`src/rtl/wb_pkg.sv`:
```
// Shared types and widths for the register-file writeback controller.
package wb_pkg;

  localparam int XLEN   = 32;
  localparam int REG_AW = 5;

  typedef struct packed {
    logic [REG_AW-1:0] rd;
    logic [XLEN-1:0]   data;
  } wb_entry_t;

  // Writes to x0 are architecturally invisible and are dropped before queuing.
  function automatic logic is_x0(input logic [REG_AW-1:0] rd);
    return (rd == '0);
  endfunction

endpackage

```
`src/rtl/wb_dual_push_fifo.sv`:
```
// Circular queue with two push ports (port 0 older), one pop port, and an
// age-ordered view of every slot (index 0 = head) for hazard matching.
module wb_dual_push_fifo
  import wb_pkg::*;
#(
  parameter int DEPTH = 4
) (
  input  logic                      CLK,
  input  logic                      RST,
  input  logic                      push0_en,
  input  wb_entry_t                 push0_entry,
  input  logic                      push1_en,
  input  wb_entry_t                 push1_entry,
  input  logic                      pop_en,
  output logic [$clog2(DEPTH):0]    count,
  output wb_entry_t                 ord_entry [DEPTH],
  output logic [DEPTH-1:0]          ord_valid
);

  localparam int PW = $clog2(DEPTH);
  localparam int CW = PW + 1;

  wb_entry_t       mem [DEPTH];
  logic [PW-1:0]   head_reg, head_next;
  logic [PW-1:0]   tail_reg, tail_next;
  logic [CW-1:0]   count_reg, count_next;
  logic [PW-1:0]   slot1;

  // The second push lands right behind the first, or at the tail if alone.
  assign slot1 = tail_reg + PW'(push0_en);

  always_comb begin
    head_next  = head_reg + PW'(pop_en);
    tail_next  = tail_reg + PW'(push0_en) + PW'(push1_en);
    count_next = count_reg + CW'(push0_en) + CW'(push1_en) - CW'(pop_en);
  end

  always_ff @(posedge CLK or negedge RST) begin
    if (!RST) begin
      head_reg  <= '0;
      tail_reg  <= '0;
      count_reg <= '0;
    end else begin
      head_reg  <= head_next;
      tail_reg  <= tail_next;
      count_reg <= count_next;
    end
  end

  always_ff @(posedge CLK) begin
    if (push0_en) mem[tail_reg] <= push0_entry;
    if (push1_en) mem[slot1]    <= push1_entry;
  end

  genvar gi;
  generate
    for (gi = 0; gi < DEPTH; gi++) begin : g_ord
      assign ord_entry[gi] = mem[head_reg + PW'(gi)];
      assign ord_valid[gi] = (CW'(gi) < count_reg);
    end
  endgenerate

  assign count = count_reg;

endmodule

```
`src/rtl/regfile_wb_ctrl.sv`:
```
// Writeback controller feeding the register file A3/WD3/WE3 port from ALU and LSU.
// Optional macro WB_BYPASS_EN enables FWD1/FWD2 bypass data (otherwise tied to 0).
module regfile_wb_ctrl
  import wb_pkg::*;
#(
  parameter int DEPTH = 4
) (
  input  logic                   CLK,
  input  logic                   RST,
  input  logic                   ALU_VALID,
  input  logic [REG_AW-1:0]      ALU_RD,
  input  logic [XLEN-1:0]        ALU_DATA,
  output logic                   ALU_READY,
  input  logic                   LSU_VALID,
  input  logic [REG_AW-1:0]      LSU_RD,
  input  logic [XLEN-1:0]        LSU_DATA,
  output logic                   LSU_READY,
  output logic [REG_AW-1:0]      A3,
  output logic [XLEN-1:0]        WD3,
  output logic                   WE3,
  input  logic [REG_AW-1:0]      CHK_A1,
  input  logic [REG_AW-1:0]      CHK_A2,
  output logic                   PEND1,
  output logic                   PEND2,
  output logic [XLEN-1:0]        FWD1,
  output logic [XLEN-1:0]        FWD2,
  output logic [$clog2(DEPTH):0] COUNT
);

  localparam int CW = $clog2(DEPTH) + 1;

  logic [CW-1:0]     count;
  logic [CW-1:0]     free;
  logic              lsu_push, alu_push, pop;
  wb_entry_t         lsu_entry, alu_entry;
  wb_entry_t         ord_entry [DEPTH];
  logic [DEPTH-1:0]  ord_valid;
  logic [REG_AW-1:0] chk [2];
  logic [1:0]        pend;
  logic [XLEN-1:0]   fwd [2];

  assign free = CW'(DEPTH) - count;

  // The LSU owns the last free slot; ALU only takes it when LSU is idle.
  assign LSU_READY = (free >= CW'(1));
  assign ALU_READY = (free >= CW'(2)) || ((free == CW'(1)) && !LSU_VALID);

  assign lsu_push  = LSU_VALID && LSU_READY && !is_x0(LSU_RD);
  assign alu_push  = ALU_VALID && ALU_READY && !is_x0(ALU_RD);
  assign lsu_entry = '{rd: LSU_RD, data: LSU_DATA};
  assign alu_entry = '{rd: ALU_RD, data: ALU_DATA};
  assign pop       = (count != '0);

  wb_dual_push_fifo #(.DEPTH(DEPTH)) u_fifo (
    .CLK         (CLK),
    .RST         (RST),
    .push0_en    (lsu_push),
    .push0_entry (lsu_entry),
    .push1_en    (alu_push),
    .push1_entry (alu_entry),
    .pop_en      (pop),
    .count       (count),
    .ord_entry   (ord_entry),
    .ord_valid   (ord_valid)
  );

  assign WE3   = pop;
  assign A3    = pop ? ord_entry[0].rd   : '0;
  assign WD3   = pop ? ord_entry[0].data : '0;
  assign COUNT = count;

  assign chk[0] = CHK_A1;
  assign chk[1] = CHK_A2;

  genvar gi;
  generate
    for (gi = 0; gi < 2; gi++) begin : g_port
      logic            hit;
      logic [XLEN-1:0] hit_data;

      // Scan oldest to youngest so the last match wins.
      always_comb begin
        hit      = 1'b0;
        hit_data = '0;
        for (int i = 0; i < DEPTH; i++) begin
          if (ord_valid[i] && !is_x0(chk[gi]) && (ord_entry[i].rd == chk[gi])) begin
            hit      = 1'b1;
            hit_data = ord_entry[i].data;
          end
        end
      end

      assign pend[gi] = hit;
`ifdef WB_BYPASS_EN
      assign fwd[gi]  = hit_data;
`else
      assign fwd[gi]  = '0;
`endif
    end
  endgenerate

  assign PEND1 = pend[0];
  assign PEND2 = pend[1];
  assign FWD1  = fwd[0];
  assign FWD2  = fwd[1];

endmodule

```
`config.mk`:
```
export PLATFORM = sky130hd
export DESIGN_NAME = regfile_wb_ctrl
export DESIGN_NICKNAME = d
export VERILOG_FILES = /design/src/rtl/wb_pkg.sv /design/src/rtl/wb_dual_push_fifo.sv /design/src/rtl/regfile_wb_ctrl.sv
export SDC_FILE = /design/constraint.sdc
export NUM_CORES = 1
export LEC_CHECK = 0
export ABC_AREA = 1
export CAP_MARGIN = 40
export CORE_UTILIZATION = 47
export DETAILED_ROUTE_END_ITERATION = 8
export HOLD_SLACK_MARGIN = 0.05
export PLACE_DENSITY = 0.77
export SYNTH_ARGS = -nofsm -noshare
export SYNTH_HDL_FRONTEND = slang
export SYNTH_SLANG_ARGS = --single-unit
```
`constraint.sdc`:
```
create_clock -name CLK -period 4.4 [get_ports CLK]
set_clock_uncertainty 0.1 [all_clocks]
set_input_delay 0.88 -clock CLK [delete_from_list [all_inputs] [get_ports CLK]]
set_output_delay 0.88 -clock CLK [all_outputs]
set_load 0.05 [all_outputs]
```
==> out/qor.log, run 1 <==
INFO  run_status     run_status=finished, final reports clean
INFO  clock_network  tritoncts=built
INFO  layout         largest_register_ffs=148
INFO  clock_network  cts.sink_count=155
INFO  sta            maxSlewViolCount=0
INFO  clock_network  cts_buffers=17
INFO  sta            setup_ws=0.265ns
INFO  sta            timing.slew.headroom=52.5%
INFO  setup_path     timing.critical_path.fanout_max=37
INFO  route          met1Wirelength=10,500um
INFO  worst_hold_path worstHoldEndpoint=u_fifo.count[0]
INFO  clock_network  cts.path.max_buffers=2
INFO  layout         final_cell_mix=sky130_fd_sc_hd__nand2_1, sky130_fd_sc_hd__nand3_1, sky130_fd_sc_hd__edfxtp_1
INFO  place          dpl_cell_area=11,300squm
INFO  route          route.met2.wl=12,700um
INFO  clock_network  cts_resized=0
INFO  die            floorplan.die.width=145um
INFO  sta            hold_viol_final=0
INFO  layout         n_fill_cell=1,685
INFO  layout         sequential_cell_area=4620squm
INFO  sta            setup-tns-final=0ns
INFO  clock_network  cts_max_level=4
INFO  die            floorplan.die.height=145um
INFO  route          highest_layer=met4
INFO  setup_path     worst-r2r-cell-count=14
INFO  layout         antenna_cell_count=0
INFO  worst_hold_path hold_path_depth=1
INFO  yosys          syn_avg_cell_area=8.12squm
INFO  die            boundaryPins=197
INFO  route          first_iter_violations=689
INFO  yosys          syn_inst_count=1,180
INFO  sta            period_needed=4.14ns
INFO  die            core_area=19,700squm
INFO  global_route   grt_antenna_before_repair=0
INFO  yosys          count_of_distinct_cell_types_in_the_synthesized_netlist=29
INFO  place          buffer_ports.inserted=132
INFO  route          route.detailed.wl_per_inst=16.9um
INFO  global_route   grt-ovfl-total=0
INFO  sta            maxClockFrequency=242MHz
INFO  flow_run       max_cap_violations=0
INFO  layout         syn2layout_area_growth=23.8%
INFO  clock_network  clock_pin_transition_on_the_worst_setup_and_hold_timing_paths=0.06ns
INFO  place          finalWeightedCongestion=0.957
INFO  sta            rsz0062_at_grt=no
INFO  layout         multi_input_comb_area=4060squm
INFO  sta            final-setup-viol-count=0
INFO  clock_network  worst_skew_pair.late_latency=0.43ns
INFO  route          drt-vias-per-instance=5.43
INFO  die            std_cell_rows=51
INFO  global_route   grt.total_usage=26.3%
INFO  sta            worst-slew-pin-transition=0.712ns
INFO  layout         fin_area=11,900squm
INFO  setup_path     critical_path.endpoint_type=output port
INFO  yosys          yosysWarningCount=0
INFO  layout         proportion_of_layout_cells_with_a_drive_suffix_above_1=7.78%
INFO  yosys          seq_area_frac_synth=48.2%
INFO  setup_path     rr_startpoint=u_fifo.count[0]
INFO  clock_network  cts-root-buf=sky130_fd_sc_hd__clkbuf_16
INFO  global_route   grt_start_max_net_pins=75
INFO  setup_path     worst-r2r-setup-slack=0.89ns
INFO  worst_hold_path worstHoldPathType=reg -> reg
INFO  die            effective_utilization_at_floorplan=48.6%
INFO  die            floorplan_die_area=21,000squm
INFO  clock_network  cts_setup_buffers=0
INFO  place          dp_hpwl=18,000um
INFO  yosys          synth-seq-cells=155
INFO  yosys          post_synth_instance_area=9590squm
INFO  place          placement.setup.worst_slack=0.491ns
INFO  setup_path     critical_path_launch_point_type=register
INFO  route          route.vias.total=8,491
INFO  setup_path     endpoint_of_the_most_critical_register_to_register_path=u_fifo.mem[1][7]
INFO  setup_path     cp.arrival=3.16ns
INFO  sta            layout_worst_path_cycle_share=94.0%
INFO  clock_network  cts_hold_buf=0
INFO  route          routed_wl=26,400um
INFO  worst_hold_path min_from=u_fifo.count[0]
INFO  layout         final_net_count=1,385
INFO  route          postRouteAntennaNets=0
INFO  route          drc=0
INFO  layout         layout.cells.most_common=sky130_fd_sc_hd__nand2_1
INFO  setup_path     worst-setup-path-type=reg -> out
INFO  setup_path     crit_required=3.42ns
INFO  route          met3_length=2290um
INFO  global_route   grt_pass1_wl=40,900um
INFO  global_route   first_global_vias=7,759
INFO  route          first_pass_iteration_count_of_the_detailed_router=6
Yosys cell counts (all sizes together):
master / count / share of area, %
nor2: 44 / 1.7
o21ai: 150 / 7.8
a22oi: 32 / 2.5
buf: 107 / 7.8
inv: 98 / 3.8
xor2: 3 / 0.35
clkbuf: 23 / 0.91
a21oi: 4 / 0.21
o31ai: 2 / 0.16
dfrtp: 7 / 1.8
fa: 2 / 0.42
nor3: 2 / 0.10
conb: 1 / 0.039
a31oi: 32 / 2.1
edfxtp: 148 / 46
and2: 2 / 0.13
nand3: 151 / 8.0
nand2: 361 / 14
xnor2: 1 / 0.091
ha: 10 / 1.3
logic make-up after synthesis:
family / synth area share, %
XOR/XNOR: 0.444
other: 0.0391
buffers and inverters: 12.5
flip-flops: 48.2
adder cells (fa/ha/maj): 1.72
AO/OA/AOI/OAI: 12.8
AND/OR/NAND/NOR: 24.3
critical path, stage by stage, from the launching register on:
cell and delay, ns:
sky130_fd_sc_hd__dfrtp_2 0.61, sky130_fd_sc_hd__inv_2 0.55, sky130_fd_sc_hd__nand2_1 0.23, sky130_fd_sc_hd__inv_1 0.10, sky130_fd_sc_hd__buf_4 0.38, sky130_fd_sc_hd__a22oi_1 0.15
sky130_fd_sc_hd__a31oi_1 0.46, sky130_fd_sc_hd__buf_12 0.21
metrics by stage:
step           utilization (%)  std cells  hold slack, ns
2_1_floorplan                -       1243           0.442
3_3_place_gp              57.1       1530           0.563
3_5_place_dp              57.2       1531           0.564
4_1_cts                   60.2       1563           0.581
5_1_grt                   60.2       1563           0.590
6_report                  60.2       1563           0.573
how the worst max path moves through the flow:
stage	startpoint	endpoint	slack [ns]	depth (start not counted)
2_1_floorplan	u_fifo.count[0]	u_fifo.mem[2][0]	-0.98	8
3_3_place_gp	LSU_RD[3]	u_fifo.mem[1][4]	0.51	11
3_5_place_dp	LSU_RD[3]	u_fifo.mem[1][4]	0.49	11
4_1_cts	u_fifo.head_reg[0]	WD3[30]	0.32	7
5_1_grt	u_fifo.head_reg[0]	A3[1]	0.16	7
6_report	u_fifo.head_reg[0]	WD3[30]	0.26	7
layer usage:
metal | track usage, % | vias up
li1 | - | 4079
met1 | 33.6 | 3911
met2 | 43.5 | 441
met3 | 4.67 | 60
met4 | 11.9 | 0
met5 | 0 | -
area by class of cell:
type | instances | share of cell area (%)
Sequential cell | 155 | 38.9
Inverter | 98 | 3.10
Clock inverter | 15 | 1.37
Timing Repair Buffer | 153 | 16.0
Multi-Input combinational cell | 860 | 34.2
Tap cell | 265 | 2.79
Clock buffer | 17 | 3.58
Power of run 1 is not shown: default switching activity piles up to over one toggle a cycle in this logic, so the estimate is an artifact.
==> inputs of run 2 (changes only) <==
- CAP_MARGIN: 40 -> 20
- CORE_MARGIN: default -> 5
- SLEW_MARGIN: default -> 20
==> run 2 against run 1 <==
Compared with the run above: core utilization is 1.3 points lower; register-to-register slack got worse by 0.10 ns; wire length increased by 3.1%; worst hold slack improved by 0.022 ns; critical path type unchanged; critical endpoint is now WD3[9].
==> out/qor.log, run 2 (same netlist as run 1, synthesis figures left out) <==
INFO  setup_path     critical_path.endpoint_type=output port
INFO  setup_path     critical_path_launch_point_type=register
INFO  die            floorplan.die.width=153um
INFO  place          placement.setup.worst_slack=0.471ns
INFO  layout         largest_register_ffs=148
INFO  clock_network  cts_hold_buf=0
INFO  clock_network  clock_pin_transition_on_the_worst_setup_and_hold_timing_paths=0.06ns
INFO  sta            period_needed=4.01ns
INFO  clock_network  cts.sink_count=155
INFO  sta            hold_viol_final=0
INFO  setup_path     crit_required=3.42ns
INFO  global_route   global_route.peak_usage_layer=met2
INFO  place          dp_hpwl=18,400um
INFO  clock_network  cts_buffers=17
INFO  worst_hold_path min_from=u_fifo.count[0]
INFO  route          drc=0
INFO  global_route   grt.met2_usage=38.1%
INFO  sta            final-setup-viol-count=0
INFO  global_route   use_met3=4.52%
INFO  die            floorplan.die.height=153um
INFO  route          first_pass_iteration_count_of_the_detailed_router=6
INFO  layout         antenna_cell_count=0
INFO  sta            maxSlewViolCount=0
INFO  worst_hold_path worstHoldEndpoint=u_fifo.count[0]
INFO  route          route.vias.total=8,479
INFO  sta            rsz0062_at_grt=no
INFO  clock_network  tritoncts=built
INFO  die            boundaryPins=197
INFO  setup_path     worst-r2r-setup-slack=0.79ns
INFO  route          drt-vias-per-instance=5.41
INFO  die            std_cell_rows=52
INFO  setup_path     rr_startpoint=u_fifo.count[0]
INFO  global_route   grt_pass1_wl=42,600um
INFO  sta            setup_ws=0.385ns
INFO  layout         final_cell_mix=sky130_fd_sc_hd__nand2_1, sky130_fd_sc_hd__nand3_1, sky130_fd_sc_hd__edfxtp_1
INFO  setup_path     worst-r2r-cell-count=14
INFO  clock_network  cts-root-buf=sky130_fd_sc_hd__clkbuf_16
INFO  clock_network  worst_skew_pair.late_latency=0.41ns
INFO  layout         proportion_of_layout_cells_with_a_drive_suffix_above_1=7.86%
INFO  place          buffer_ports.inserted=132
INFO  setup_path     cp.arrival=3.03ns
INFO  setup_path     crit_start=u_fifo.head_reg[0]
INFO  route          routed_wl=27,200um
INFO  place          dpl_cell_area=11,300squm
INFO  layout         final_net_count=1,384
INFO  sta            timing.slew.headroom=40.6%
INFO  die            core_area=20,200squm
INFO  sta            worst-slew-pin-transition=0.891ns
INFO  layout         layout.cells.most_common=sky130_fd_sc_hd__nand2_1
INFO  global_route   grt_start_max_net_pins=78
INFO  clock_network  cts_setup_buffers=0
INFO  layout         syn2layout_area_growth=23.8%
INFO  layout         post-route-util=58.9%
INFO  run_status     run_status=finished, final reports clean
INFO  route          postRouteAntennaNets=0
INFO  flow_run       max_cap_violations=0
INFO  place          finalWeightedCongestion=0.900
INFO  clock_network  cts_max_level=4
INFO  route          first_iter_violations=854
INFO  clock_network  cts.path.max_buffers=2
INFO  global_route   grt-ovfl-total=0
INFO  setup_path     endpoint_of_the_most_critical_register_to_register_path=u_fifo.mem[1][16]
INFO  global_route   grt.total_usage=22.6%
INFO  sta            layout_worst_path_cycle_share=91.2%
INFO  worst_hold_path hold_path_depth=1
INFO  die            floorplan_die_area=23,400squm
INFO  setup_path     timing.critical_path.fanout_max=35
INFO  sta            maxClockFrequency=249MHz
INFO  clock_network  cts_resized=0
INFO  global_route   use_met1=28.9%
INFO  route          route.detailed.wl_per_inst=17.4um
INFO  worst_hold_path worstHoldPathType=reg -> reg
INFO  global_route   first_global_vias=8,098
INFO  layout         fin_area=11,900squm
INFO  setup_path     worst-setup-path-type=reg -> out
INFO  global_route   grt_antenna_before_repair=0
INFO  die            effective_utilization_at_floorplan=47.5%
[run 2: changes by cell type in the layout (fill, tap and decap cells not counted), sizes merged]
cell,delta
bufinv,+1
clkdlybuf4s50,-1
inv,-4
clkinv,+2
clkbuf,+1
[run 2: worst max-delay path by stage]
stage / end / slack (ns) / cells past startpoint
after CTS: WD3[9] / 0.35 / 7
after global placement: u_fifo.mem[1][1] / 0.64 / 11
after detailed placement: u_fifo.mem[1][13] / 0.47 / 11
final: WD3[9] / 0.39 / 7
after global routing: A3[3] / 0.18 / 6
after floorplan: u_fifo.mem[2][0] / -0.98 / 8
[run 2: area by class of cell]
type / instances / area [sq um]
clock inverters: 14 / 170
well taps: 270 / 338
fillers: 1722 / 8300
flip-flops and latches: 155 / 4620
repair buffers: 152 / 1880
clock buffers: 18 / 429
inverters: 98 / 368
multi-input cells: 860 / 4060
[run 2: per-layer routing]
| metal | routed length [um] | vias up |
|---|---|---|
| li1 | - | 4073 |
| met1 | 10900 | 3952 |
| met2 | 13200 | 393 |
| met3 | 2100 | 61 |
| met4 | 968 | 0 |
| met5 | 0 | - |
[run 2: worst max-delay path, cell delays in order, from the launching register on]
cell,delay [ns]
sky130_fd_sc_hd__dfrtp_2,0.61
sky130_fd_sc_hd__inv_2,0.54
sky130_fd_sc_hd__nand2_1,0.21
sky130_fd_sc_hd__inv_1,0.25
sky130_fd_sc_hd__buf_12,0.24
sky130_fd_sc_hd__a22oi_1,0.09
sky130_fd_sc_hd__a31oi_1,0.46
sky130_fd_sc_hd__buf_12,0.21
[run 2: metrics by stage]
stage | TNS (ns) | std cells | hold WS, ns
after floorplan | -72.27 | 1243 | 0.442
after global placement | 0 | 1535 | 0.580
after detailed placement | 0 | 1535 | 0.568
after CTS | 0 | 1567 | 0.593
after global routing | 0 | 1567 | 0.638
final | 0 | 1567 | 0.595
Power of run 2 is left out for the same reason.
